**src/rtl/ai_move_select.sv**
```systemverilog
// Connect-four style move selector: scans NUM_COLS column scores, returns the best column.
// Optional build macro AI_CENTER_BIAS_EN breaks equal nonzero scores toward the centre column.
module ai_move_select #(
    parameter int NUM_COLS = 7,
    parameter int SCORE_W  = 16
) (
    input  logic               clk,
    input  logic               rst_n,
    input  logic               start,
    output logic [2:0]         col_sel,
    input  logic [SCORE_W-1:0] score_in,
    output logic               busy,
    output logic               done,
    output logic [2:0]         best_col,
    output logic [SCORE_W-1:0] best_score,
    output logic               no_move
);

    typedef enum logic [1:0] {IDLE, SCAN, DONE} state_e;

    localparam logic [2:0] LAST_COL = 3'(NUM_COLS - 1);

`ifdef AI_CENTER_BIAS_EN
    localparam int CENTER = (NUM_COLS - 1) / 2;

    function automatic int center_dist(input logic [2:0] col);
        return (int'(col) > CENTER) ? int'(col) - CENTER : CENTER - int'(col);
    endfunction
`endif

    state_e             state_q, state_d;
    logic               go_q, go_d;
    logic [2:0]         col_q, col_d;
    logic [SCORE_W-1:0] run_best_q, run_best_d;
    logic [2:0]         run_col_q, run_col_d;
    logic               all_zero_q, all_zero_d;
    logic [2:0]         best_col_q, best_col_d;
    logic [SCORE_W-1:0] best_score_q, best_score_d;
    logic               no_move_q, no_move_d;
    logic               take;

    // NOTE: sequential state uses non-blocking assignments so every flop sees pre-edge values.
    always_ff @(posedge clk or negedge rst_n) begin
        if (!rst_n) state_q <= IDLE;
        else        state_q <= state_d;
    end

    // A start seen in IDLE is captured first; the FSM launches the scan on the following edge.
    always_comb begin
        // NOTE: every comb output gets a default first so no latch is inferred.
        state_d = state_q;
        go_d    = (state_q == IDLE) && start && !go_q;
        case (state_q)
            IDLE:    if (go_q) state_d = SCAN;
            SCAN:    if (col_q == LAST_COL) state_d = DONE;
            DONE:    state_d = IDLE;
            default: state_d = IDLE;
        endcase
    end

    always_comb begin
        take = score_in > run_best_q;
`ifdef AI_CENTER_BIAS_EN
        if (score_in == run_best_q && score_in != '0 &&
            center_dist(col_q) < center_dist(run_col_q))
            take = 1'b1;
`endif
    end

    always_comb begin
        col_d        = col_q;
        run_best_d   = run_best_q;
        run_col_d    = run_col_q;
        all_zero_d   = all_zero_q;
        best_col_d   = best_col_q;
        best_score_d = best_score_q;
        no_move_d    = no_move_q;
        case (state_q)
            IDLE: begin
                if (go_q) begin
                    col_d      = '0;
                    run_best_d = '0;
                    run_col_d  = '0;
                    all_zero_d = 1'b1;
                end
            end
            SCAN: begin
                if (take) begin
                    run_best_d = score_in;
                    run_col_d  = col_q;
                end
                if (score_in != '0) all_zero_d = 1'b0;
                // The last sample is folded in on the same edge the results are published.
                if (col_q == LAST_COL) begin
                    col_d        = '0;
                    best_col_d   = run_col_d;
                    best_score_d = run_best_d;
                    no_move_d    = all_zero_d;
                end else begin
                    col_d = col_q + 3'd1;
                end
            end
            default: col_d = '0;
        endcase
    end

    always_ff @(posedge clk or negedge rst_n) begin
        if (!rst_n) begin
            go_q         <= 1'b0;
            col_q        <= '0;
            run_best_q   <= '0;
            run_col_q    <= '0;
            all_zero_q   <= 1'b0;
            best_col_q   <= '0;
            best_score_q <= '0;
            no_move_q    <= 1'b0;
        end else begin
            go_q         <= go_d;
            col_q        <= col_d;
            run_best_q   <= run_best_d;
            run_col_q    <= run_col_d;
            all_zero_q   <= all_zero_d;
            best_col_q   <= best_col_d;
            best_score_q <= best_score_d;
            no_move_q    <= no_move_d;
        end
    end

    always_comb begin
        busy       = (state_q == SCAN);
        done       = (state_q == DONE);
        col_sel    = col_q;
        best_col   = best_col_q;
        best_score = best_score_q;
        no_move    = no_move_q;
    end

endmodule
```
**config.mk**
```make
export PLATFORM = sky130hd
export DESIGN_NAME = ai_move_select
export DESIGN_NICKNAME = d
export VERILOG_FILES = /design/src/rtl/ai_move_select.sv
export SDC_FILE = /design/constraint.sdc
export NUM_CORES = 1
export LEC_CHECK = 0
export ABC_AREA = 1
export ABC_CLOCK_PERIOD_IN_PS = 1800
export BUFFER_PORTS_ARGS = -buffer_cell sky130_fd_sc_hd__buf_2
export CORE_UTILIZATION = 51
export DETAILED_ROUTE_END_ITERATION = 16
export PLACE_DENSITY = 0.77
export SYNTH_ARGS = -nofsm -noshare
export SYNTH_HDL_FRONTEND = slang
export SYNTH_SLANG_ARGS = --single-unit
```
**constraint.sdc**
```tcl
create_clock -name clk -period 1.8 [get_ports clk]
set_input_delay 0.18 -clock clk [delete_from_list [all_inputs] [get_ports clk]]
set_output_delay 0.18 -clock clk [all_outputs]
set_load 0.01 [all_outputs]
```
==> flow_summary.rst <==
.. list-table::
   :header-rows: 1

   * - Metric
     - Value
   * - Largest fanout on the critical path
     - 5
   * - Number of DRC markers in iteration 0
     - 337
   * - Summed instance area of the synthesized netlist
     - 2670 um^2
   * - Capturing element type of the critical path
     - register
   * - Length of routed met3 wiring
     - 538 um
   * - Run status
     - complete, but fails checks
   * - Final wirelength
     - 7.84 mm
   * - Minimum period implied by the final worst setup slack
     - 1.95 ns
   * - VDD IR-drop max
     - 1.16 mV
   * - Fmax
     - 0.514 GHz
   * - Maximum count of clock buffers along a single path
     - 2
   * - Failing checks
     - setup timing
   * - Worst-margin pin slew
     - 0.589 ns
   * - Combinational family with the most area after synthesis
     - simple AND/OR/NAND/NOR gates
   * - Die outline height
     - 74.4 um
   * - Routability congestion estimate
     - 0.864
   * - Fraction of final layout cells with drive strength greater than 1
     - 36.3%
   * - DRC violations left
     - 0
   * - Routed Antenna Nets
     - 0
   * - Routed wire length per instance
     - 16.9 um
   * - Final setup slack of the worst path
     - -0.145 ns
   * - Core Region
     - 4880 um^2
   * - Mean number of vias per cell
     - 5.58
   * - Power Density
     - 1880 nW/um^2
   * - Wire length of the first global-routing pass
     - 9.87 mm
   * - Number of detailed-routing iterations run before antenna repair
     - 5
   * - Fraction of synthesized area in multiplexers
     - 0%
   * - Fraction of the mapped netlist area in compound gates
     - 3.56%
   * - Synth Area in Simple Gates
     - 34.6%
   * - Detail Route met2 WL
     - 3.91 mm
   * - Detailed-routing wirelength on met1
     - 3.13 mm
   * - Synth Warn #
     - 0
   * - Setup repair after global routing missed its margin
     - true
   * - Kind of cell with the highest combined delay on the critical path
     - simple AND/OR/NAND/NOR gates
   * - Sink Count
     - 46
   * - Final standard cell count with taps included and fillers excluded
     - 464
   * - GRT Total Usage
     - 23.5%
   * - Synthesized area divided by synthesized cell count
     - 7.86 um^2
   * - Post-layout instance area
     - 3560 um^2
   * - Via total after detailed routing
     - 2591
   * - H-tree depth
     - 2
   * - Maximum capacitance violations
     - 0
   * - Crit Path Category
     - register to register
   * - Number of instances in the synthesized netlist
     - 340
   * - CP cell instances
     - inv_1 > ha_4 > nand4_1 > nor3_4 > nand3_4 > buf_6 > nand2_8 > nand2_1 > nand3_1 > nand2_1
   * - Sequential-to-total area share from yosys stat
     - 43.1%
   * - Required arrival time at the worst endpoint
     - 2.00 ns
   * - Final Cycle Share
     - 108%
   * - CTS tree
     - yes
   * - Post-Route Skew
     - 0.00921 ns
   * - Pins Over Slew Limit
     - 0
   * - DP Cell Count
     - 447
   * - Pleak
     - 1.87 nW
   * - Crit path arrival time
     - 2.15 ns
   * - Maximum single-stage delay on the critical path
     - 0.37 ns
   * - Synthesized netlist net count
     - 375
   * - Die X
     - 74.4 um
   * - Core Util, Final
     - 72.9%
   * - Adder and majority cell fraction of the synthesized area
     - 7.49%
   * - Worst path slowest cell
     - dfrtp_1
   * - Number of clock buffers inserted by TritonCTS
     - 5
   * - Number of buffers inserted by port buffering
     - 43
   * - Vias in the first global route
     - 2232
   * - Estimated wirelength of the detail-placed design
     - 4.13 mm
   * - Final Power
     - 6.68 mW
   * - Cell variety after synth
     - 26
   * - Crit path buf inv count
     - 2
   * - Flip-flop and latch count after synthesis
     - 46
   * - Placed cell areas
     - 2930 um^2
   * - Area growth syn-to-layout
     - 33.2%
   * - Number of failing hold endpoints at the final stage
     - 0
   * - Number of setup violations in the final report
     - 38
   * - Critical path startpoint category
     - register
   * - Total die area
     - 5530 um^2
   * - Worst max-slew margin expressed relative to the limit
     - 60.7%
   * - Number of nets at the end of the flow
     - 431
   * - Initial core utilization
     - 54.8%
   * - Antenna cell count
     - 0
   * - Number of standard-cell rows in the floorplan
     - 25
   * - Path type of the worst min-delay path
     - primary input to register
   * - Top routing layer in use
     - met4
   * - Most prevalent standard cell on the critical path
     - nand2_1
   * - Cell at the root of the clock tree
     - clkbuf_8
   * - CTS clk-pin slew, worst paths
     - 0.09 ns
   * - GRT overflow
     - 0
   * - Initial antenna violation count
     - 0
   * - Xor-xnor portion of the synthesized cell area
     - 0%
   * - I/O pin count
     - 44
   * - Later-pin clock latency in the skew report
     - 0.31 ns
   * - Largest net degree at the start of global routing
     - 47
==> sequential cells by signal, indices dropped and copies added (netlist names) <==
register    cells
best_score     16
run_best_q     16
best_col        3
col_sel         3
run_col_q       3
state_q         2
all_zero_q      1
go_q            1
no_move         1
==> layout by cell type, fill, tap and decap left out, drive strengths merged, types with 3 or more instances in the layout <==
cell	count
nand2	118
nand3	60
buf	57
inv	50
dfrtp	46
ha	16
nor2	14
a21oi	11
clkbuf	7
o21ai	5
nor3	4
nand4	3
==> layer usage <==
| layer | track usage, % | vias to the layer above |
|---|---|---|
| met5 | 0 | - |
| met4 | 6.29 | 0 |
| met3 | 3.79 | 30 |
| met2 | 40.2 | 124 |
| met1 | 31.0 | 1244 |
| li1 | - | 1193 |
==> cells in the mapped netlist, drive strengths merged <==
| cell type | n | area, um^2 |
|---|---|---|
| nor3 | 4 | 25.0 |
| nor2 | 14 | 70.1 |
| dfrtp | 46 | 1150 |
| nand4 | 3 | 18.8 |
| clkbuf | 2 | 7.51 |
| nor4 | 1 | 6.26 |
| o21ai | 5 | 25.0 |
| a21o | 1 | 7.51 |
| a22oi | 1 | 7.51 |
| inv | 50 | 188 |
| nand3 | 60 | 355 |
| ha | 16 | 200 |
| buf | 10 | 108 |
| a21oi | 11 | 55.1 |
| nand2 | 116 | 448 |
==> path summary, 6_finish.rpt <==
| path | startpoint | endpoint | slack, ns | depth (start not counted) |
|---|---|---|---|---|
| min in group asynchronous | rst_n | best_score[11] | 0.49 | 3 |
| max in group asynchronous | rst_n | best_score[1] | 0.91 | 3 |
| max reg2reg | run_best_q[11] | run_best_q[11] | -0.15 | 10 |
| min reg2reg | go_q | go_q | 0.47 | 1 |
| max | run_best_q[11] | run_best_q[11] | -0.15 | 10 |
| min | start | go_q | 0.08 | 3 |
==> where the power goes <==
| part | switching [mW] | leakage, nW | internal, mW | total (mW) |
|---|---|---|---|---|
| combinational | 2.51 | 1.27 | 1.60 | 4.11 |
| clock | 0.365 | 0.0472 | 0.309 | 0.674 |
| sequential | 0.323 | 0.550 | 1.57 | 1.89 |
==> worst register-to-register path: stages, from the launching register on <==
cell and delay [ns]:
dfrtp_1 0.37, inv_1 0.09, ha_4 0.28, nand4_1 0.14
nor3_4 0.26, nand3_4 0.18, buf_6 0.17, nand2_8 0.10
nand2_1 0.11, nand3_1 0.09, nand2_1 0.05
==> kinds of logic after synthesis <==
| kind of cell | after synthesis |
|---|---|
| buffers and inverters | 62 |
| AND/OR/NAND/NOR | 198 |
| adder cells (fa/ha/maj) | 16 |
| AO/OA/AOI/OAI | 18 |
| flip-flops | 46 |
==> what timing repair did <==
| item | in CTS | in global routing |
|---|---|---|
| pin swaps | 0 | 4 |
| endpoints found under the setup margin | 23 | 38 |
| resized for setup | 7 | 73 |
| gates cloned | 0 | 3 |
| hold endpoints to repair | 46 | 0 |
| setup buffers | 0 | 5 |
| hold buffers | 1 | 0 |
==> stage by stage <==
stage | worst slack [ns] | setup TNS (ns) | hold slack [ns]
CTS | -0.000998 | -0.000998 | 0.0807
global placement | 0.0148 | 0 | 0.305
detailed placement | -0.0395 | -0.251 | 0.305
global route | -0.252 | -7.40 | 0.0810
floorplan | 0.141 | 0 | -0.116
finish | -0.145 | -3.54 | 0.0802
==> cell type report <==
| type | count | area (um^2) |
|---|---|---|
| Clock inverter | 2 | 12.5 |
| Fill cell | 349 | 1320 |
| Multi-Input combinational cell | 234 | 1630 |
| Timing Repair Buffer | 59 | 408 |
| Tap cell | 67 | 83.8 |
| Inverter | 50 | 188 |
| Sequential cell | 46 | 1150 |
| Clock buffer | 6 | 82.6 |
Note: power is estimated with default switching activity, not from simulation.
